--- src/rtl/cluster_encoder_scheduler.sv ---
// cluster_encoder_scheduler
// Sequencer for the ping-pong priority-encoder bank behind the cluster packer.
// Owns the clock4x frame phase counter. Strobes the encoder latches in round-robin
// order and steers the output mux with sel/valid_out once each encoder's result
// has settled. A bx0 that lands at any phase other than PHASES-1 forces a resync
// and is counted as a misalignment.
module cluster_encoder_scheduler #(
  parameter int PHASES      = 8,
  parameter int N_ENC       = 2,
  parameter int ENC_LATENCY = 4,
  parameter int SEL_W       = 1
) (
  input  logic                       clock4x,
  input  logic                       global_reset,
  input  logic                       enable,
  input  logic                       bx0,
  input  logic                       err_clr,
  output logic [$clog2(PHASES)-1:0]  phase_out,
  output logic [N_ENC-1:0]           latch_out,
  output logic [SEL_W-1:0]           sel,
  output logic                       valid_out,
  output logic                       resync_err,
  output logic [7:0]                 misalign_cnt
);

  localparam int PH_W = $clog2(PHASES);
  localparam int SLOT = PHASES / N_ENC;

  // One delay-line entry: a slot boundary, the encoder it belongs to, and
  // whether that encoder was really strobed in that slot.
  typedef struct packed {
    logic             tick;
    logic [SEL_W-1:0] idx;
    logic             strobed;
  } dl_t;

  logic             misaligned;
  logic [PH_W-1:0]  phase_nxt;
  logic [N_ENC-1:0] latch_nxt;
  logic [SEL_W-1:0] cur_idx;
  dl_t              cur;
  dl_t              emerge;

  // A bx0 is only legal on the last phase of the frame; anywhere else it resyncs.
  assign misaligned = bx0 && (phase_out != PH_W'(PHASES - 1));

  // Next phase: natural wrap (PHASES is a power of 2) or forced to 0 on resync.
  always_comb begin
    phase_nxt = phase_out + PH_W'(1);
    if (misaligned) begin
      phase_nxt = '0;
    end
  end

  // Registered strobes: the bit for encoder k fires when the coming phase is k*SLOT.
  always_comb begin
    latch_nxt = '0;
    for (int k = 0; k < N_ENC; k++) begin
      if (enable && (int'(phase_nxt) == k * SLOT)) begin
        latch_nxt[k] = 1'b1;
      end
    end
  end

  // Entry describing the current cycle, pushed into the delay line.
  always_comb begin
    cur_idx     = SEL_W'(int'(phase_out) / SLOT);
    cur.tick    = ((int'(phase_out) % SLOT) == 0);
    cur.idx     = cur_idx;
    cur.strobed = latch_out[cur_idx];
  end

  // The sel/valid register is the last stage, so ENC_LATENCY-1 pipeline
  // registers sit in front of it; with a latency of 1 the entry feeds it directly.
  generate
    if (ENC_LATENCY == 1) begin : g_no_dl
      assign emerge = cur;
    end else begin : g_dl
      dl_t dl_q [ENC_LATENCY-1];

      // Shift register of pending slot results; a resync discards all of them.
      always_ff @(posedge clock4x) begin
        if (global_reset || misaligned) begin
          for (int i = 0; i < ENC_LATENCY - 1; i++) begin
            dl_q[i] <= '0;
          end
        end else begin
          dl_q[0] <= cur;
          for (int i = 1; i < ENC_LATENCY - 1; i++) begin
            dl_q[i] <= dl_q[i-1];
          end
        end
      end

      assign emerge = dl_q[ENC_LATENCY-2];
    end
  endgenerate

  // Phase counter and latch strobes.
  always_ff @(posedge clock4x) begin
    if (global_reset) begin
      phase_out <= PH_W'(PHASES - 1);
      latch_out <= '0;
    end else begin
      phase_out <= phase_nxt;
      latch_out <= latch_nxt;
    end
  end

  // Output mux select: follows each tick leaving the delay line, held between ticks.
  always_ff @(posedge clock4x) begin
    if (global_reset) begin
      sel       <= '0;
      valid_out <= 1'b0;
    end else if (misaligned) begin
      valid_out <= 1'b0;
    end else if (emerge.tick) begin
      sel       <= emerge.idx;
      valid_out <= emerge.strobed;
    end
  end

  // Sticky misalignment flag and saturating event counter.
  always_ff @(posedge clock4x) begin
    if (global_reset) begin
      resync_err   <= 1'b0;
      misalign_cnt <= 8'd0;
    end else if (misaligned) begin
      resync_err <= 1'b1;
      if (err_clr) begin
        misalign_cnt <= 8'd1;
      end else if (misalign_cnt != 8'hFF) begin
        misalign_cnt <= misalign_cnt + 8'd1;
      end
    end else if (err_clr) begin
      resync_err   <= 1'b0;
      misalign_cnt <= 8'd0;
    end
  end

endmodule
--- config.mk ---
export PLATFORM = sky130hd
export DESIGN_NAME = cluster_encoder_scheduler
export DESIGN_NICKNAME = d
export VERILOG_FILES = /design/src/rtl/cluster_encoder_scheduler.sv
export SDC_FILE = /design/constraint.sdc
export NUM_CORES = 1
export LEC_CHECK = 0
export ABC_CLOCK_PERIOD_IN_PS = 2500
export CAP_MARGIN = 10
export CORE_MARGIN = 4
export CORE_UTILIZATION = 25
export DETAILED_ROUTE_END_ITERATION = 10
export MAX_ROUTING_LAYER = met4
export PLACE_DENSITY = 0.52
export REMOVE_ABC_BUFFERS = 1
export SLEW_MARGIN = 15
export SYNTH_ARGS = -nofsm -noshare
export SYNTH_HDL_FRONTEND = slang
export SYNTH_SLANG_ARGS = --single-unit
--- constraint.sdc ---
create_clock -name clock4x -period 2.5 [get_ports clock4x]
set_clock_uncertainty 0.2 [all_clocks]
set_input_delay 0.5 -clock clock4x [delete_from_list [all_inputs] [get_ports clock4x]]
set_output_delay 0.5 -clock clock4x [all_outputs]
set_load 0.005 [all_outputs]
==> impl_results.md <==
* Min-Delay Startpoint: g_dl.dl_q[0][4]
* Warnings from Yosys at 0
* Class of the most critical setup path: reg -> out
* Standby leakage power at 0.4796 nW
* Effective utilization at floorplan at 0.2574
* Synth async-reset ratio at 0
* Post-synthesis instance total at 104
* Pwr Density at slightly below 600 nW/µm²
* Post-layout net count at approximately 140
* Postcts setup bufs at 0
* Part of the power in combinational logic at 0.136
* Number of enable flip-flop cells after synthesis at 0
* Crit path buffers/inverters at 1
* Run status: complete, no violations
* Slew margin rel. at 0.7470
* Endpoint type of the worst setup path: output port
* Worst-path cell chain: clkdlybuf4s50_1
* Vias per cell at around 4.5
* Xor and xnor area share after synthesis at 0.008505
* Class of the most critical hold timing path: reg -> reg
* CP max stage delay at around 0.56 ns
* Slowest-stage cell, CP: sky130_fd_sc_hd__clkdlybuf4s50_1
* Source-to-sink clock delay at the later pin of the worst-skew pair at 0.27 ns
* Number of hold violations in the final report at 0
* Chip Height at between 70 and 80 µm
* Mux share of post-synthesis cell area at 0.02916
* Family with the most delay on the worst path: buffers and inverters
* Pin count of the biggest net entering global routing at 17
* Clock tree from TritonCTS: built
* RSZ-0062 raised after global routing: false
* Most used standard cells in the synthesized netlist: 25 x sky130_fd_sc_hd__dfxtp_1, 8 x sky130_fd_sc_hd__and2_1, 7 x sky130_fd_sc_hd__nor3_1, 6 x sky130_fd_sc_hd__a21oi_1, 6 x sky130_fd_sc_hd__nand2_1
* CTS Hold Bufs at 0
* Count of antenna diodes in the layout at 0
* Max-cap check violation count at 0
* Final setup violating endpoints at 0
* Most common cell in the netlist: sky130_fd_sc_hd__dfxtp_1
* Switching portion of total power at 0.2468
* Remaining antenna violation count at 0
* Net switching power at between 0.15 and 0.2 mW
* Total Die Area at ~5200 µm²
* Placed cell count at ~170
* Number of gates resized after CTS at 0
* Sequential share of power at 0.545
* DRC errors left at 0
* CP required at 1.80 ns
* Initial antenna violation count at 0
* Adder and majority gate portion of the synthesized area at 0.04860
* Largest voltage drop on the vdd net at 0.2396 mV
* Wire length of the first global-routing pass at roughly 3.6 mm
* Vias in the first global route at approximately 780
* Minimum period implied by the final worst setup slack at roughly 2.0 ns
* Data arrival, critical path at roughly 1.3 ns
* Clock input transition at the sequential cells of the worst setup and hold paths at approximately 0.10 ns
* Overflow left after global routing at 0
* First DRT Iteration DRCs at 28
* Clock Power Share at 0.319
* Total via count after detailed routing at 785
* Average footprint of a synthesized cell at 9.901 µm²
* Input/output buffers at 20
* Row count at 23
* Share of synthesized area occupied by flip-flops and latches at 0.4860
* Number of standard cells in the final layout excluding fillers at between 150 and 200
* Synthesized cell area at about 1000 µm²
* Final setup TNS at 0 ns
* Simple-gate area share of the yosys netlist at 0.2552
* Overall global routing resource usage at 0.08961
* Number of buffers added by the clock tree synthesis step at 3
* Post-synthesis compound-gate area fraction at 0.1227
* Top-area cell type share of the netlist area at 0.4860
* Clock Tree Buf Depth at 2
* Final critical-path share of the clock period at 0.8068
* Number of search-and-repair iterations in the first detailed-routing pass at 4
* Area inside the core boundary at roughly 4000 µm²
* Register cell area after layout at 500.5 µm²
* Highest attainable clock frequency at about 500 MHz
* Ports at 21
* Critical path fanouts, max at 8
* Root buffer cell: sky130_fd_sc_hd__clkbuf_8
* Total half-perimeter wirelength after legalization and detailed placement at around 1.5 mm
* Least-Margin Pin Slew at roughly 0.38 ns
* Largest family of logic cells by synthesized area: simple AND/OR/NAND/NOR gates
* Startpoint of the lowest-slack register-to-register path: phase_out[0]
* Fraction of final layout cells sized beyond drive strength 1 at 0.1032
* Area growth, synth to finish at 28.68%
* Horizontal die dimension at 72.18 µm
* Sink count of the clock tree at 25
* Max Slew Vio Count at 0
* Number of distinct library cell variants in the gate-level netlist after synthesis at 37
* Weighted congestion reported at the end of routability-driven placement at 0.8064
* Dominant synthesized flop cell: sky130_fd_sc_hd__dfxtp_1
* Kind of start point of the critical path: flop
* Final Routed Wirelength at 1.998 mm
* Design internal power at around 0.6 mW
* FF+latch count, synth at 25
* Fillcell total at approximately 400
* Area taken by multi-input logic gates at between 400 and 500 µm²
* Number of H-tree levels at 1
* Library cell occupying the most area in the post-synthesis netlist: sky130_fd_sc_hd__dfxtp_1
* Cell types occupying the most area after synthesis: sky130_fd_sc_hd__dfxtp_1 49%, sky130_fd_sc_hd__and2_1 4.9%, sky130_fd_sc_hd__ha_1 4.9%
* Critical path origin: misalign_cnt[7]
* Average detailed-routed wire length per instance at 11.35 µm
[placed cells by master (no fill, tap or decap), types with 4 or more instances in the layout]
cell / n
sky130_fd_sc_hd__dfxtp_1: 25
sky130_fd_sc_hd__clkdlybuf4s50_1: 20
sky130_fd_sc_hd__and2_1: 8
sky130_fd_sc_hd__nor3_1: 7
sky130_fd_sc_hd__nand2_1: 6
sky130_fd_sc_hd__a21oi_1: 6
sky130_fd_sc_hd__nor2_1: 5
sky130_fd_sc_hd__nand3_1: 4
sky130_fd_sc_hd__ha_1: 4
[power groups by stage]
stage	clock (mW)	combinational, mW	sequential [mW]
4_1_cts	0.258	0.108	0.427
3_5_place_dp	0	0.106	0.436
5_1_grt	0.279	0.120	0.430
6_report	0.249	0.106	0.426
2_1_floorplan	0	0.0521	0.435
3_3_place_gp	0	0.107	0.435
[sequential cells by signal, summed over array words and instances, names as in the netlist]
name and count:
latch_out 2, valid_out 1, phase_out 3, resync_err 1
g_dl.dl_q 9, sel 1, misalign_cnt 8
[path summary, 6_finish.rpt]
path	endpoint	slack (ns)	cells after the start
max	misalign_cnt[7]	0.48	1
min	g_dl.dl_q[0][7]	0.23	1
max reg2reg	misalign_cnt[5]	0.60	6
min reg2reg	g_dl.dl_q[0][7]	0.23	1
[metal layers]
layer	track usage	wire, µm	vias up
met3	0.02632	79	2
met2	0.1284	861	15
li1	-	-	404
met4	0.02505	22	0
met5	-	0	-
met1	0.1220	1036	364
[worst register-to-register path, stage by stage, from the launching register on]
cell and delay [ns]:
sky130_fd_sc_hd__dfxtp_1 0.35, sky130_fd_sc_hd__ha_1 0.21, sky130_fd_sc_hd__ha_1 0.22, sky130_fd_sc_hd__nor2b_4 0.15, sky130_fd_sc_hd__nand2_4 0.07, sky130_fd_sc_hd__or4_1 0.49
sky130_fd_sc_hd__a21oi_1 0.14
[stage by stage]
step	hold slack [ns]	cell area (µm²)	utilization	power (mW)	worst slack (ns)
2_1_floorplan	0.2057	989.7	-	0.4871	0.6123
3_3_place_gp	0.2092	1275	0.3187	0.5423	0.3686
3_5_place_dp	0.2113	1275	0.3187	0.5424	0.3409
4_1_cts	0.2349	1325	0.3312	0.7925	0.4902
5_1_grt	0.2585	1325	0.3312	0.8299	0.4445
6_report	0.2328	1325	0.3312	0.7818	0.4830
[final cells by class]
type                       instances  area share
inverter                           3    0.008499
clock inverter                     1    0.006610
timing repair buffer              23      0.1681
clock buffer                       3     0.03116
sequential                        25      0.3777
tap                               50     0.04721
multi-input combinational         71      0.3607
[cell families after synthesis]
kind of cell | after synthesis
and+or+nand+nor | 44
DFF | 25
AOI/OAI and AO/OA | 19
buffers and inverters | 8
adders and majority gates | 4
muxes | 3
xor gates and xnor gates | 1
(Power assumes the default switching activity.)
